### src/rtl/spi_slave.sv
// rtl/spi_slave.sv - SPI mode-0 slave with oversampled pins, tx holding buffer and rx valid/ack.
// Define SPI_SLAVE_OVERRUN_EN to add the sticky rx_overrun output.
module spi_slave #(
  parameter int                DATA_W       = 8,
  parameter int                SYNC_STAGES  = 2,
  parameter logic [DATA_W-1:0] IDLE_PATTERN = {DATA_W{1'b1}}
) (
  input  logic              clk,
  input  logic              rst_n,
  input  logic              sck,
  input  logic              cs_n,
  input  logic              mosi,
  output logic              miso,
  output logic              miso_oe,
  input  logic [DATA_W-1:0] tx_data,
  input  logic              tx_load,
  output logic              tx_ready,
  output logic [DATA_W-1:0] rx_data,
  output logic              rx_valid,
  input  logic              rx_ack,
  output logic              busy,
  output logic              frame_err
`ifdef SPI_SLAVE_OVERRUN_EN
  ,
  output logic              rx_overrun
`endif
);

  localparam int CNT_W = (DATA_W > 1) ? $clog2(DATA_W) : 1;

  typedef enum logic {IDLE, SHIFT} state_t;
  state_t state;

  logic [SYNC_STAGES-1:0] sck_sr, cs_sr, mosi_sr, settle;
  logic                   sck_sync, cs_sync;
  logic                   sck_prev, cs_prev, armed;
  logic                   sck_rise, sck_fall, cs_fall, cs_rise, mosi_s;
  logic [DATA_W-1:0]      shift_tx, shift_rx, tx_buf;
  logic [DATA_W-1:0]      rx_word, next_tx;
  logic [CNT_W-1:0]       bit_cnt;
  logic                   tx_pend, word_edge, last_bit;

  assign sck_sync = sck_sr[SYNC_STAGES-1];
  assign cs_sync  = cs_sr[SYNC_STAGES-1];
  assign rx_word  = {shift_rx[DATA_W-2:0], mosi_s};
  assign next_tx  = tx_pend ? tx_buf : IDLE_PATTERN;
  assign last_bit = (bit_cnt == CNT_W'(DATA_W-1));
  assign tx_ready = ~tx_pend;

  // Edge pulses are registered together with mosi so the FSM sees them aligned.
  // armed requires a genuinely observed cs_n high after reset before any cs_fall counts.
  always_ff @(posedge clk or negedge rst_n) begin
    if (!rst_n) begin
      sck_sr   <= '0;
      cs_sr    <= '1;
      mosi_sr  <= '0;
      settle   <= '0;
      sck_prev <= 1'b0;
      cs_prev  <= 1'b1;
      armed    <= 1'b0;
      sck_rise <= 1'b0;
      sck_fall <= 1'b0;
      cs_fall  <= 1'b0;
      cs_rise  <= 1'b0;
      mosi_s   <= 1'b0;
    end else begin
      sck_sr   <= {sck_sr[SYNC_STAGES-2:0], sck};
      cs_sr    <= {cs_sr[SYNC_STAGES-2:0], cs_n};
      mosi_sr  <= {mosi_sr[SYNC_STAGES-2:0], mosi};
      settle   <= {settle[SYNC_STAGES-2:0], 1'b1};
      sck_prev <= sck_sync;
      cs_prev  <= cs_sync;
      armed    <= armed | (settle[SYNC_STAGES-1] & cs_sync);
      sck_rise <= sck_sync & ~sck_prev;
      sck_fall <= ~sck_sync & sck_prev;
      cs_fall  <= armed & cs_prev & ~cs_sync;
      cs_rise  <= cs_sync & ~cs_prev;
      mosi_s   <= mosi_sr[SYNC_STAGES-1];
    end
  end

  always_ff @(posedge clk or negedge rst_n) begin
    if (!rst_n) begin
      state     <= IDLE;
      miso      <= 1'b0;
      miso_oe   <= 1'b0;
      busy      <= 1'b0;
      frame_err <= 1'b0;
      rx_data   <= '0;
      rx_valid  <= 1'b0;
      shift_tx  <= '0;
      shift_rx  <= '0;
      tx_buf    <= '0;
      tx_pend   <= 1'b0;
      bit_cnt   <= '0;
      word_edge <= 1'b0;
`ifdef SPI_SLAVE_OVERRUN_EN
      rx_overrun <= 1'b0;
`endif
    end else begin
      frame_err <= 1'b0;
      if (rx_ack && rx_valid) begin
        rx_valid <= 1'b0;
`ifdef SPI_SLAVE_OVERRUN_EN
        rx_overrun <= 1'b0;
`endif
      end
      case (state)
        IDLE: begin
          if (cs_fall) begin
            state     <= SHIFT;
            shift_tx  <= next_tx;
            tx_pend   <= 1'b0;
            bit_cnt   <= '0;
            miso      <= next_tx[DATA_W-1];
            miso_oe   <= 1'b1;
            busy      <= 1'b1;
            word_edge <= 1'b0;
          end
        end
        SHIFT: begin
          if (cs_rise) begin
            state     <= IDLE;
            miso      <= 1'b0;
            miso_oe   <= 1'b0;
            busy      <= 1'b0;
            frame_err <= (bit_cnt != '0);
            bit_cnt   <= '0;
            word_edge <= 1'b0;
          end else if (sck_rise) begin
            shift_rx <= rx_word;
            if (last_bit) begin
              bit_cnt   <= '0;
              rx_data   <= rx_word;
              rx_valid  <= 1'b1;
              shift_tx  <= next_tx;
              tx_pend   <= 1'b0;
              word_edge <= 1'b1;
`ifdef SPI_SLAVE_OVERRUN_EN
              if (rx_valid && !rx_ack) rx_overrun <= 1'b1;
`endif
            end else begin
              bit_cnt <= bit_cnt + 1'b1;
            end
          end else if (sck_fall) begin
            // The first fall of a new word shows the reloaded MSB as-is.
            if (word_edge) begin
              miso      <= shift_tx[DATA_W-1];
              word_edge <= 1'b0;
            end else begin
              shift_tx <= shift_tx << 1;
              miso     <= shift_tx[DATA_W-2];
            end
          end
        end
        default: state <= IDLE;
      endcase
      // A load in the same cycle as a consume lands after it.
      if (tx_load && tx_ready) begin
        tx_buf  <= tx_data;
        tx_pend <= 1'b1;
      end
    end
  end

endmodule

### config.mk
export PLATFORM = sky130hd
export DESIGN_NAME = spi_slave
export DESIGN_NICKNAME = d
export VERILOG_FILES = /design/src/rtl/spi_slave.sv
export SDC_FILE = /design/constraint.sdc
export NUM_CORES = 1
export LEC_CHECK = 0
export ABC_AREA = 1
export CAP_MARGIN = 30
export CORE_UTILIZATION = 54
export CTS_CLUSTER_SIZE = 20
export DETAILED_ROUTE_END_ITERATION = 12
export MAX_ROUTING_LAYER = met4
export PLACE_DENSITY = 0.89
export SLEW_MARGIN = 40
export SYNTH_ARGS = -nofsm -noshare
export SYNTH_HDL_FRONTEND = slang
export SYNTH_SLANG_ARGS = --single-unit
export TNS_END_PERCENT = 10
### constraint.sdc
create_clock -name clk -period 2.1 [get_ports clk]
set_clock_uncertainty 0.15 [all_clocks]
set_input_delay 0.42 -clock clk [delete_from_list [all_inputs] [get_ports clk]]
set_output_delay 0.42 -clock clk [all_outputs]
set_load 0.005 [all_outputs]
==> flow_summary.ini <==
[run_status]
status = completed

[finish]
antenna_cells = 0
register_area_um2 = 1430
finish.instance_area_um2 = 2851
finalCoreUtilization = 0.6978
multiInputGateArea_um2 = 764.5
fill_cells = 289
num-nets-final = 288
drive_above_1_share = 0.1745
syn2layout_area_growth_pct = 21.68

[hold_path]
worstHoldPathCells = 0
hp-class = reg -> reg

[synthesis]
ys_ff_latch = 57
yosysSeqAreaShare = 0.6103
ys_top_cells_by_area = dfrtp_1 (58%), nand2_1 (13%), o21ai_0 (3.8%), inv_1 (3.8%), mux2_2 (3.8%)
avgSynthCellArea_um2 = 10.06
ys_top_cells_by_count = nand2_1 (79), dfrtp_1 (54), inv_1 (24)
synth_top_area_share = 0.5766
syn_inst = 233
yosys.area.top_type = dfrtp_1
yosysMostFrequentCell = nand2_1
yosys_warnings = 0
ys_types = 25
synthesis.area_um2 = 2343
synth_edf_count = 0
synth_nets = 251
synthArstFlopShare = 1.000
synthFlopType = dfrtp_1

[detailed_routing]
routed-via-count = 1579
drt_iter0_drc = 92
vias_per_cell = 4.858
wl_per_cell_um = 12.12
drt-met1-wl_um = 1780
wl_met2_um = 1947
first_pass_iters = 4
drtAntennaViolNets = 0
topRoutingLayerUsed = met4
drt_drc_violations_left = 0
wl_met3_um = 130
wl_um = 3939

[critical_path]
critPathMaxStageDelay_ps = 520
cp.buffers_inverters = 2
path_cells = inv_2 > clkdlybuf4s50_1
cp-end-kind = primary output
worst_path_max_delay_cell = clkdlybuf4s50_1
arrival_ps = 1350
path_class = reg -> out
r2r.worst_path.cells = 8
worst-endpoint-required_ps = 1530
crit_path_start_kind = flip-flop
cp.depth = 2
cp_max_fo = 11
cp_top_family = buffers and inverters

[grt]
grt_pass1_wl_um = 6941
antenna_found_initial = 0
grt_pass1_vias = 1578
grt_util_all_layers = 0.2213
grt_max_degree = 35
overflow = 0

[floorplanning]
initial_core_util = 0.5735
die_x_um = 67.88
die_height_um = 67.88
rows = 23
core_um2 = 4086
die-area_um2 = 4607
ios = 29

[sta]
finalCriticalPeriod_ps = 1924
rsz0062_at_grt = false
maxSlewViolCount = 0
hold_slack_ps = 196.9
period_share = 0.9160
fin_tns_setup_ps = 0
setup_viol = 0
fmax_mhz = 519.8
hold_viol = 0

[clock_network]
clock_path_buffers = 2
cts_tree = done
insertion_delay_ps = 330
htree_levels = 3
cts_root_buffer = clkbuf_8
cts_buffers = 9
clk_pin_slew_ps = 60
cts_sinks = 57

[placement]
hpwl_um = 2649
io_buffer_count = 28
placed_area_um2 = 2651
gp_congestion = 0.8009

[pwr]
power.total_mw = 3.191
ir_drop_v = 0.001006
power.density_nw_per_um2 = 1119
power.static_leakage_nw = 1.391

[job]
drv_cap = 0
repair_timing:
| item | 4_1_cts | 5_1_grt |
|---|---|---|
| resized for setup | 0 | 1 |
| endpoints found under the hold margin | 54 | 0 |
| hold buffers | 1 | 0 |
| endpoints found under the setup margin | 0 | 1 |
| buffers inserted | 0 | 0 |
worst register-to-register path, stage by stage (launching register included):
cell     delay (ps)
dfrtp_1         400
ha_1            210
ha_1            230
inv_1            90
nand3_1         120
nand2_1         150
nor2_4           70
nand2_1          80
nand2_1          60
cell type report:
| type | count | area share |
|---|---|---|
| inverters | 27 | 0.03642 |
| clock inverters | 4 | 0.01580 |
| flip-flops and latches | 57 | 0.5015 |
| multi-input cells | 144 | 0.2681 |
| well taps | 50 | 0.02194 |
| clock buffers | 12 | 0.05090 |
| repair buffers | 31 | 0.1053 |
logic make-up (layout without fill, tap and decap cells):
kind of cell,count (synthesis),after routing,share of synthesized area
AOI/OAI and AO/OA,29,29,0.07582
adders and majority gates,3,3,0.01602
buffers and inverters,32,74,0.06354
DFF,57,57,0.6103
muxes,8,8,0.03844
other,1,1,0.001600
and+or+nand+nor,103,103,0.1943
registers in the layout, summed over array words and instances, names as in the netlist, 2 cells and up:
register,flops
shift_rx,7
shift_tx,8
rx_data,8
settle,2
mosi_sr,2
tx_buf,8
cs_sr,2
bit_cnt,3
sck_sr,2
routing by layer:
layer	vias to the layer above	global-route usage
met3	11	0.07500
met1	747	0.2725
met4	0	0.09635
met5	-	-
li1	794	-
met2	27	0.3329
cells in the final DEF (no fill, tap or decap):
cell type        count
clkbuf_1             2
a21o_1               1
nand3_4              1
conb_1               1
nor2_1               8
a21oi_1              2
inv_1               23
o21ai_2              8
or2_2                1
nor2_8               1
nand2_2              2
clkdlybuf4s50_1     27
nand3_1              8
nand3_2              1
dlygate4sd3_1        1
o21ai_0             18
dfrtp_1             54
bufinv_16            1
mux2_2               8
inv_4                1
buf_2                1
buf_4                2
clkbuf_8            10
nand2_1             79
nand2_4              1
dfstp_2              3
inv_2                3
clkinv_2             3
ha_1                 3
nor2_4               1
metrics by stage:
stage,cells,setup slack (ps)
after global placement,308,364.5
after detailed placement,308,340.7
after global routing,325,107.2
after floorplan,233,618.8
final,325,176.3
after CTS,325,71.26
worst paths after layout:
kind                             from     endpoint  slack, ps
setup / recovery              tx_pend     tx_ready        180
hold / removal             mosi_sr[1]       mosi_s        200
setup reg to reg           bit_cnt[0]  shift_tx[7]        420
hold reg to reg            mosi_sr[1]       mosi_s        200
max in group asynchronous       rst_n      cs_prev        960
min in group asynchronous       rst_n   rx_data[5]        460
where the power goes:
group	total [mW]	internal, mW	switching [mW]
logic	0.703	0.318	0.384
clock network	0.982	0.574	0.408
registers	1.51	1.35	0.152
total	3.19	2.25	0.944
No activity file was read; power rests on OpenSTA's default activity.
